--- config.mk ---
export PLATFORM = sky130hd
export DESIGN_NAME = bram1_req_server
export DESIGN_NICKNAME = d
export VERILOG_FILES = /design/src/rtl/bram1_req_server_pkg.sv /design/src/rtl/bram1_rsp_fifo.sv /design/src/rtl/bram1_req_server.sv
export SDC_FILE = /design/constraint.sdc
export NUM_CORES = 1
export LEC_CHECK = 0
export CAP_MARGIN = 10
export CORE_UTILIZATION = 39
export DETAILED_ROUTE_END_ITERATION = 12
export GPL_ROUTABILITY_DRIVEN = 0
export GPL_TIMING_DRIVEN = 0
export PLACE_DENSITY = 0.74
export SETUP_SLACK_MARGIN = 0.02
export SLEW_MARGIN = 20
export SYNTH_ARGS = -nofsm -noshare
export SYNTH_HDL_FRONTEND = slang
export SYNTH_SLANG_ARGS = --single-unit
export TNS_END_PERCENT = 1
--- constraint.sdc ---
create_clock -name CLK -period 1.3 [get_ports CLK]
set_clock_uncertainty 0.05 [all_clocks]
set_input_delay 0.195 -clock CLK [delete_from_list [all_inputs] [get_ports CLK]]
set_output_delay 0.195 -clock CLK [all_outputs]
set_load 0.005 [all_outputs]
--- src/rtl/bram1_req_server_pkg.sv ---
`default_nettype none
// ============================================================================
// Module   : bram1_req_server_pkg
// Purpose  : Read-latency, response-depth and width helpers shared by the
//            BRAM request server and its response FIFO.
// Revision : 1.0
// ============================================================================
package bram1_req_server_pkg;

    function automatic int rd_latency(input int pipelined);
        return 1 + pipelined;
    endfunction

    function automatic int rsp_depth(input int pipelined);
        return rd_latency(pipelined) + 2;
    endfunction

    // Never returns 0, so a width derived from it is always legal.
    function automatic int clog2(input int value);
        for (int w = 1; w < 32; w++) begin
            if ((1 << w) >= value) begin
                return w;
            end
        end
        return 32;
    endfunction

endpackage
`default_nettype wire

--- src/rtl/bram1_rsp_fifo.sv ---
`default_nettype none
// ============================================================================
// Module   : bram1_rsp_fifo
// Purpose  : First-word-fall-through response FIFO with occupancy count;
//            the head reads as zero while the FIFO is empty.
// Revision : 1.0
// ============================================================================
module bram1_rsp_fifo
    import bram1_req_server_pkg::*;
#(
    parameter int WIDTH = 2,
    parameter int DEPTH = 3
) (
    input  logic                        CLK,
    input  logic                        RST_N,
    input  logic                        push_i,
    input  logic [WIDTH-1:0]            push_data_i,
    input  logic                        pop_i,
    output logic [WIDTH-1:0]            pop_data_o,
    output logic [clog2(DEPTH+1)-1:0]   count_o
);
    localparam int PW = clog2(DEPTH);
    localparam int CW = clog2(DEPTH + 1);

    logic [WIDTH-1:0] mem_q [DEPTH];
    logic [PW-1:0]    wr_ptr_q;
    logic [PW-1:0]    rd_ptr_q;
    logic [CW-1:0]    count_q;
    logic             w_push;
    logic             w_pop;

    assign w_pop  = pop_i && (count_q != '0);
    assign w_push = push_i && ((count_q != CW'(DEPTH)) || w_pop);

    function automatic logic [PW-1:0] next_ptr(input logic [PW-1:0] ptr);
        return (ptr == PW'(DEPTH - 1)) ? '0 : ptr + 1'b1;
    endfunction

    always_ff @(posedge CLK or negedge RST_N) begin
        if (!RST_N) begin
            wr_ptr_q <= '0;
            rd_ptr_q <= '0;
            count_q  <= '0;
        end else begin
            if (w_push) begin
                wr_ptr_q <= next_ptr(wr_ptr_q);
            end
            if (w_pop) begin
                rd_ptr_q <= next_ptr(rd_ptr_q);
            end
            case ({w_push, w_pop})
                2'b10:   count_q <= count_q + 1'b1;
                2'b01:   count_q <= count_q - 1'b1;
                default: count_q <= count_q;
            endcase
        end
    end

    // Storage needs no reset: the head is masked while empty.
    always_ff @(posedge CLK) begin
        if (w_push) begin
            mem_q[wr_ptr_q] <= push_data_i;
        end
    end

    assign pop_data_o = (count_q != '0) ? mem_q[rd_ptr_q] : '0;
    assign count_o    = count_q;

endmodule
`default_nettype wire

--- src/rtl/bram1_req_server.sv ---
`default_nettype none
// ============================================================================
// Module   : bram1_req_server
// Purpose  : Valid/ready request front end for a single-port BRAM with
//            in-order, credit-protected read responses.
//            Optional write acks: define BRAM1_REQ_SERVER_WRITE_ACK_EN.
// Revision : 1.0
// ============================================================================
module bram1_req_server
    import bram1_req_server_pkg::*;
#(
    parameter int ADDR_WIDTH = 1,
    parameter int DATA_WIDTH = 1,
    parameter int PIPELINED  = 0
) (
    input  logic                  CLK,
    input  logic                  RST_N,
    input  logic                  req_valid,
    output logic                  req_ready,
    input  logic                  req_write,
    input  logic [ADDR_WIDTH-1:0] req_addr,
    input  logic [DATA_WIDTH-1:0] req_data,
    output logic                  rsp_valid,
    input  logic                  rsp_ready,
    output logic [DATA_WIDTH-1:0] rsp_data,
    output logic                  rsp_write,
    output logic                  bram_en,
    output logic                  bram_we,
    output logic [ADDR_WIDTH-1:0] bram_addr,
    output logic [DATA_WIDTH-1:0] bram_di,
    input  logic [DATA_WIDTH-1:0] bram_do
);
    localparam int L   = rd_latency(PIPELINED);
    localparam int D   = rsp_depth(PIPELINED);
    localparam int CW  = clog2(D + 1);
    localparam int CW1 = CW + 1;

    logic [L-1:0]        rd_pipe_q;
    logic [L-1:0]        rd_pipe_d;
    logic                w_track;
    logic [CW-1:0]       w_count;
    logic [CW1-1:0]      w_inflight;
    logic [DATA_WIDTH:0] w_push_data;
    logic [DATA_WIDTH:0] w_pop_data;

    assign bram_en   = req_valid && req_ready;
    assign bram_we   = bram_en && req_write;
    assign bram_addr = req_addr;
    assign bram_di   = req_data;

`ifdef BRAM1_REQ_SERVER_WRITE_ACK_EN
    logic [L-1:0] wr_pipe_q;
    logic [L-1:0] wr_pipe_d;

    assign w_track     = bram_en;
    assign wr_pipe_d   = L'({wr_pipe_q, bram_we});
    // A write leaves the written word on DO, which becomes the ack payload.
    assign w_push_data = {wr_pipe_q[L-1], bram_do};

    always_ff @(posedge CLK or negedge RST_N) begin
        if (!RST_N) begin
            wr_pipe_q <= '0;
        end else begin
            wr_pipe_q <= wr_pipe_d;
        end
    end
`else
    assign w_track     = bram_en && !req_write;
    assign w_push_data = {1'b0, bram_do};
`endif

    assign rd_pipe_d = L'({rd_pipe_q, w_track});

    always_ff @(posedge CLK or negedge RST_N) begin
        if (!RST_N) begin
            rd_pipe_q <= '0;
        end else begin
            rd_pipe_q <= rd_pipe_d;
        end
    end

    always_comb begin
        w_inflight = '0;
        for (int i = 0; i < L; i++) begin
            w_inflight = w_inflight + CW1'(rd_pipe_q[i]);
        end
    end

    // Credit uses registered state only, so no path from rsp_ready/req_*.
    assign req_ready = (w_inflight + CW1'(w_count)) < CW1'(D);

    bram1_rsp_fifo #(
        .WIDTH (DATA_WIDTH + 1),
        .DEPTH (D)
    ) u_rsp_fifo (
        .CLK         (CLK),
        .RST_N       (RST_N),
        .push_i      (rd_pipe_q[L-1]),
        .push_data_i (w_push_data),
        .pop_i       (rsp_valid && rsp_ready),
        .pop_data_o  (w_pop_data),
        .count_o     (w_count)
    );

    assign rsp_valid = (w_count != '0);
    assign rsp_data  = w_pop_data[DATA_WIDTH-1:0];
    assign rsp_write = w_pop_data[DATA_WIDTH];

endmodule
`default_nettype wire

# ---- Word level (Yosys, flattened, before mapping)
# Memories as Yosys holds them, arrays and structs flattened.
# Cells that the tools add are included.
dict set report totals {
  ram_bits 3
  inputBits 8
  mem_count 1
  register_bits 7
  elab_cells 32
  out_inout_bits 8
}
# memory depth word_bits rd rd_clocked_by_memory_dff write_ports line
set memory_table {}
lappend memory_table {u_rsp_fifo.mem_q 3 1 1 0 1 bram1_rsp_fifo.sv:25} ;# logic [WIDTH-1:0] mem_q [DEPTH];
dict set report op_classes {
  mux 6
  eq_ne 5
  n_lt_le_gt_ge 1
  n_addsub 5
  n_reduce_logical 10
}
# op count
set ops {}
lappend ops {{$add 2x1->2 const B} 3}
lappend ops {{$eq 2x2->1 const B} 3}
lappend ops {{$logic_and 1x1->1} 6}
lappend ops {{$mux 2} 3}
lappend ops {{$pmux 2 s2} 1}
lappend ops {{$reduce_bool 2->1} 2}
lappend ops {{$add 1x2->3} 1}
lappend ops {{$lt 3x2->1 const B} 1}
lappend ops {{$eq 2x1->1 const B} 1}
lappend ops {{$mux 1} 2}
lappend ops {{$ne 2x2->1 const B} 1}
lappend ops {{$sub 2x1->2 const B} 1}
lappend ops {{$logic_not 1->1} 1}
lappend ops {{$logic_or 1x1->1} 1}

# ---- Longest topological paths before layout
dict set report depth {
  word_depth 7
  depth_mapped 5
  ltp_nobuf 5
}

# ---- Modules after synthesis
# A second synthesis with hierarchy kept.
dict set report hier_totals {
  hier_cells 56
  hier_area_um2 684.4
}
# mod cells_per_inst instances area_each_um2 seq_area_each_um2
set modules_own_cells {}
lappend modules_own_cells {bram1_rsp_fifo 42 1 553.0 330.3}
lappend modules_own_cells {bram1_req_server 14 1 131.4 25.0}

# ---- Least setup slack after synthesis
# Ideal clock, no wire load.
dict set report synth_path {
  kind {flip-flop to output port}
  from {register rd_pipe_q}
  to {output bram_we}
  n_path_buf 0
  arrival_time_ns 1.348
  stages_incl_launch_ff 5
  path_slack_ns -0.293
  cell_sequence {dfrtp_1 > ha_1 > ha_1 > a21oi_1 > and3_1}
}
dict set report synth_via {
  elab_chain_len 4
}
# item line
set synth_rtl {}
lappend synth_rtl {{start, declared} bram1_req_server.sv:38} ;# logic [L-1:0] rd_pipe_q;
lappend synth_rtl {{start signal, assigned} bram1_req_server.sv:78} ;# rd_pipe_q <= rd_pipe_d;
lappend synth_rtl {{$add 1x2->3} bram1_req_server.sv:90} ;# assign req_ready = (w_inflight + CW1'(w_count)) < CW1'(D);
lappend synth_rtl {{$lt 3x2->1} bram1_req_server.sv:90}
lappend synth_rtl {{via req_ready} bram1_req_server.sv:19} ;# output logic req_ready,
lappend synth_rtl {{$logic_and 1x1->1} bram1_req_server.sv:46} ;# assign bram_en = req_valid && req_ready;
lappend synth_rtl {{$logic_and 1x1->1} bram1_req_server.sv:47} ;# assign bram_we = bram_en && req_write;
lappend synth_rtl {{end, declared} bram1_req_server.sv:28} ;# output logic bram_we,
# The timed path passes the listed nets, and every way through them passes these cells.

# ---- Final worst setup path
dict set report layout_path {
  from {register u_rsp_fifo.count_q[0], in the netlist u_rsp_fifo.count_o[0]}
  to {output bram_we}
}
dict set report layout_via {
  elab_chain_len 4
}
# item line
set layout_rtl {}
lappend layout_rtl {{start, declared} bram1_rsp_fifo.sv:28} ;# logic [CW-1:0] count_q;
lappend layout_rtl {{start signal, assigned} bram1_rsp_fifo.sv:52} ;# 2'b10: count_q <= count_q + 1'b1;
lappend layout_rtl {{start signal, assigned} bram1_rsp_fifo.sv:53} ;# 2'b01: count_q <= count_q - 1'b1;
lappend layout_rtl {{start signal, assigned} bram1_rsp_fifo.sv:54} ;# default: count_q <= count_q;
lappend layout_rtl {{$add 1x2->3} bram1_req_server.sv:90}
lappend layout_rtl {{$lt 3x2->1} bram1_req_server.sv:90}
lappend layout_rtl {{$logic_and 1x1->1} bram1_req_server.sv:46}
lappend layout_rtl {{$logic_and 1x1->1} bram1_req_server.sv:47}
# Every way passes these cells.

==> flow_summary.yaml <==
status:
  status: "finished with violations"
  violations: "negative setup slack"
finish:
  finalNetCount: 75
  layout-drive-gt1-share: 0.3906
  synthToLayoutAreaGrowth_pct: 40.83
  final_cell_mix: "clkdlybuf4s50_1, o21ai_0, dfrtp_1"
  antennaDiodeCount: 0
  fin_area_um2: 768.2
  layout_commonest_cell: "clkdlybuf4s50_1"
worst_hold_path:
  hp-class: "primary input to asynchronous set/reset pin"
place:
  placed_area_um2: 724.4
  post-place-ws_ns: -0.6032
  port_buffers: 12
clock_tree:
  cts_tree: "yes"
  cts_root_buf: "clkbuf_4"
  clock-sinks: 10
  ctsHoldBuffers: 0
  insertion_delay_ns: 0.26
  cts_made_buffers: 3
  htree_levels: 1
  clk_pin_slew_ns: 0.06
  cts_buffer_depth: 2
pwr:
  leakagePower_uw: 0.0003203
  total_power_uw: 1509
  power_frac_clock: 0.139
  intPower_uw: 990.5
  power_frac_comb: 0.475
  peakVddDrop_uv: 903.3
  p_per_area_nw_per_um2: 1965
  switchingPower_uw: 518.8
  swShare: 0.3437
  seqPwrFrac: 0.387
routing:
  drt-wirelength-per-cell_um: 10.76
  wirelength_um: 850
  routed-via-count: 397
  drc: 0
  drt-initial-drc-count: 3
  drtPass1Iterations: 4
  drt-vias-per-instance: 5.025
  ant_nets: 0
setup_path:
  critPathMostFrequentCell: "ha_4"
  crit_family: "flip-flops"
  worstPathRequired_ns: 1.05
  critPathLaunchType: "flip-flop"
  cp_max_fo: 3
  max_stage_delay_ns: 0.43
  crit_buf_inv: 1
  r2r_start: "u_rsp_fifo.count_o[0]"
  cp_cell_sequence: "ha_4, ha_4, a21oi_4, and3_1, buf_2"
  setup.worst_path.start: "u_rsp_fifo.count_o[0]"
  path_class: "flip-flop to output port"
  cp_slowest_cell: "dfrtp_2"
  arrival_ns: 1.45
  ff2ff_setup_slack_ns: -0.13
  endpoint_kind: "output port"
logic_synthesis:
  synth-simple-area-share: 0.2523
  synth_fp_nets: 56
  synth_cells: 46
  yosys.area_share.adder: 0.04587
  yosys_register_bits: 10
  synth_area_um2: 545.5
  synth_compound_area_frac: 0.1147
  synth_cell_types: 23
  synth_top_family_by_area: "simple AND/OR/NAND/NOR gates"
  synth_xor_area_frac: 0.01606
  synth_mux_area_frac: 0.03670
  yosysWarnings: 0
  syn_area_per_cell_um2: 11.86
  synth_seq_area_share: 0.4862
grt:
  antenna_found_initial: 0
  overflow: 0
  first_global_vias: 316
  grt_pass1_wl_um: 1248
  grt_usage: 0.1265
  grt_start_max_net_pins: 9
floorplan:
  fp-row-count: 13
  design.die.area_um2: 1552
  start_util: 0.4192
  boundaryPins: 16
  fp.dieW_um: 39.40
  core_area_um2: 1301
  die_y_um: 39.40
timing:
  grt_setup_unrepaired: "true"
  fin_tns_setup_ns: -1.850
  worst_hold_slack_ns: 0.1431
  post-route-period-util: 1.302
  fmax_mhz: 590.9
  finalHoldViolCount: 0
  setup_slack_ns: -0.3923
  final-setup-viol-count: 9
  final.min_clock_period_ns: 1.692
  slew_viol_final: 0
run:
  cap_violations: 0
cells in the mapped netlist:
cell      count  area (um^2)
a21o_1        3        22.52
mux2i_1       2        20.02
ha_1          2        25.02
nor4bb_4      1        25.02
edfxtp_1      3        90.09
dfrtp_1       7        175.2
o21ai_0       6        30.03
nand2b_1      1        6.260
nor3b_1       1        7.510
a21oi_1       2        10.01
nand2_1       2        7.510
and3b_4       1        12.51
xnor2_1       1        8.760
nor4b_2       1        15.01
nor3_1        1        5.000
buf_4         3        22.52
nand2b_4      1        13.76
or2_2         1        6.260
nand3b_1      1        7.510
nor2b_1       2        12.51
and2_1        2        12.51
conb_1        1        3.750
and3_1        1        6.260
layer usage:
metal	wire (um)	vias to the layer above	GRT usage
li1	-	199	-
met1	378	184	0.1489
met2	404	14	0.1844
met3	67	0	0.07386
met4	0	0	0.05172
met5	0	-	0
power groups by stage:
stage / sequential [uW] / clock, uW / combinational (uW)
final: 583 / 210 / 716
after global routing: 601 / 235 / 780
after CTS: 581 / 218 / 726
after detailed placement: 607 / 0 / 679
after global placement: 604 / 0 / 659
after floorplan: 576 / 0 / 457
worst reg2reg max path, cell delays in order, from the launching register on:
cell and delay, ns:
dfrtp_2 0.43, buf_6 0.14, and3b_4 0.21, nand2b_4 0.15, nor3b_2 0.16
area by class of cell:
class | count | area, um^2
clock inverter | 1 | 3.754
buffer | 3 | 22.52
tap | 15 | 18.77
multi-input combinational | 33 | 315.3
clock buffer | 3 | 22.52
fill | 106 | 533.0
timing repair buffer | 14 | 117.6
sequential | 10 | 267.8
state kept, by name, summed over array words and instances, names as in the netlist:
signal and flops:
u_rsp_fifo.rd_ptr_q 2, u_rsp_fifo.mem_q 3, rd_pipe_q 1, u_rsp_fifo.count_o 2, u_rsp_fifo.wr_ptr_q 2
path summary, 6_finish.rpt:
check	to	cells past startpoint
hold / removal	u_rsp_fifo.wr_ptr_q[1]	1
setup reg to reg	u_rsp_fifo.mem_q[2]	4
hold reg to reg	u_rsp_fifo.rd_ptr_q[1]	2
max in group asynchronous	u_rsp_fifo.count_o[0]	1
setup / recovery	bram_we	5
min in group CLK	rd_pipe_q	2
stage by stage:
stage	std cells	utilization
after global placement	73	0.5567
after detailed placement	73	0.5567
final	79	0.5904
after global routing	79	0.5904
after floorplan	46	-
after CTS	79	0.5942
cell families (layout without fill, tap and decap cells):
kind of cell | Yosys count | count (layout)
adder cells (fa/ha/maj) | 2 | 2
flip-flops | 10 | 10
AO/OA/AOI/OAI | 11 | 11
XOR/XNOR | 1 | 1
buffers and inverters | 3 | 21
AND/OR/NAND/NOR | 16 | 16
multiplexers | 2 | 2
other | 1 | 1
timing repair:
| item | CTS | global route |
|---|---|---|
| gates resized for setup | 17 | 5 |
| pin swaps | 4 | 2 |
| setup buffers | 2 | 0 |
| endpoints found under the setup margin | 9 | 12 |
| gates cloned | 0 | 0 |
Power figures use the tool's default switching activity.
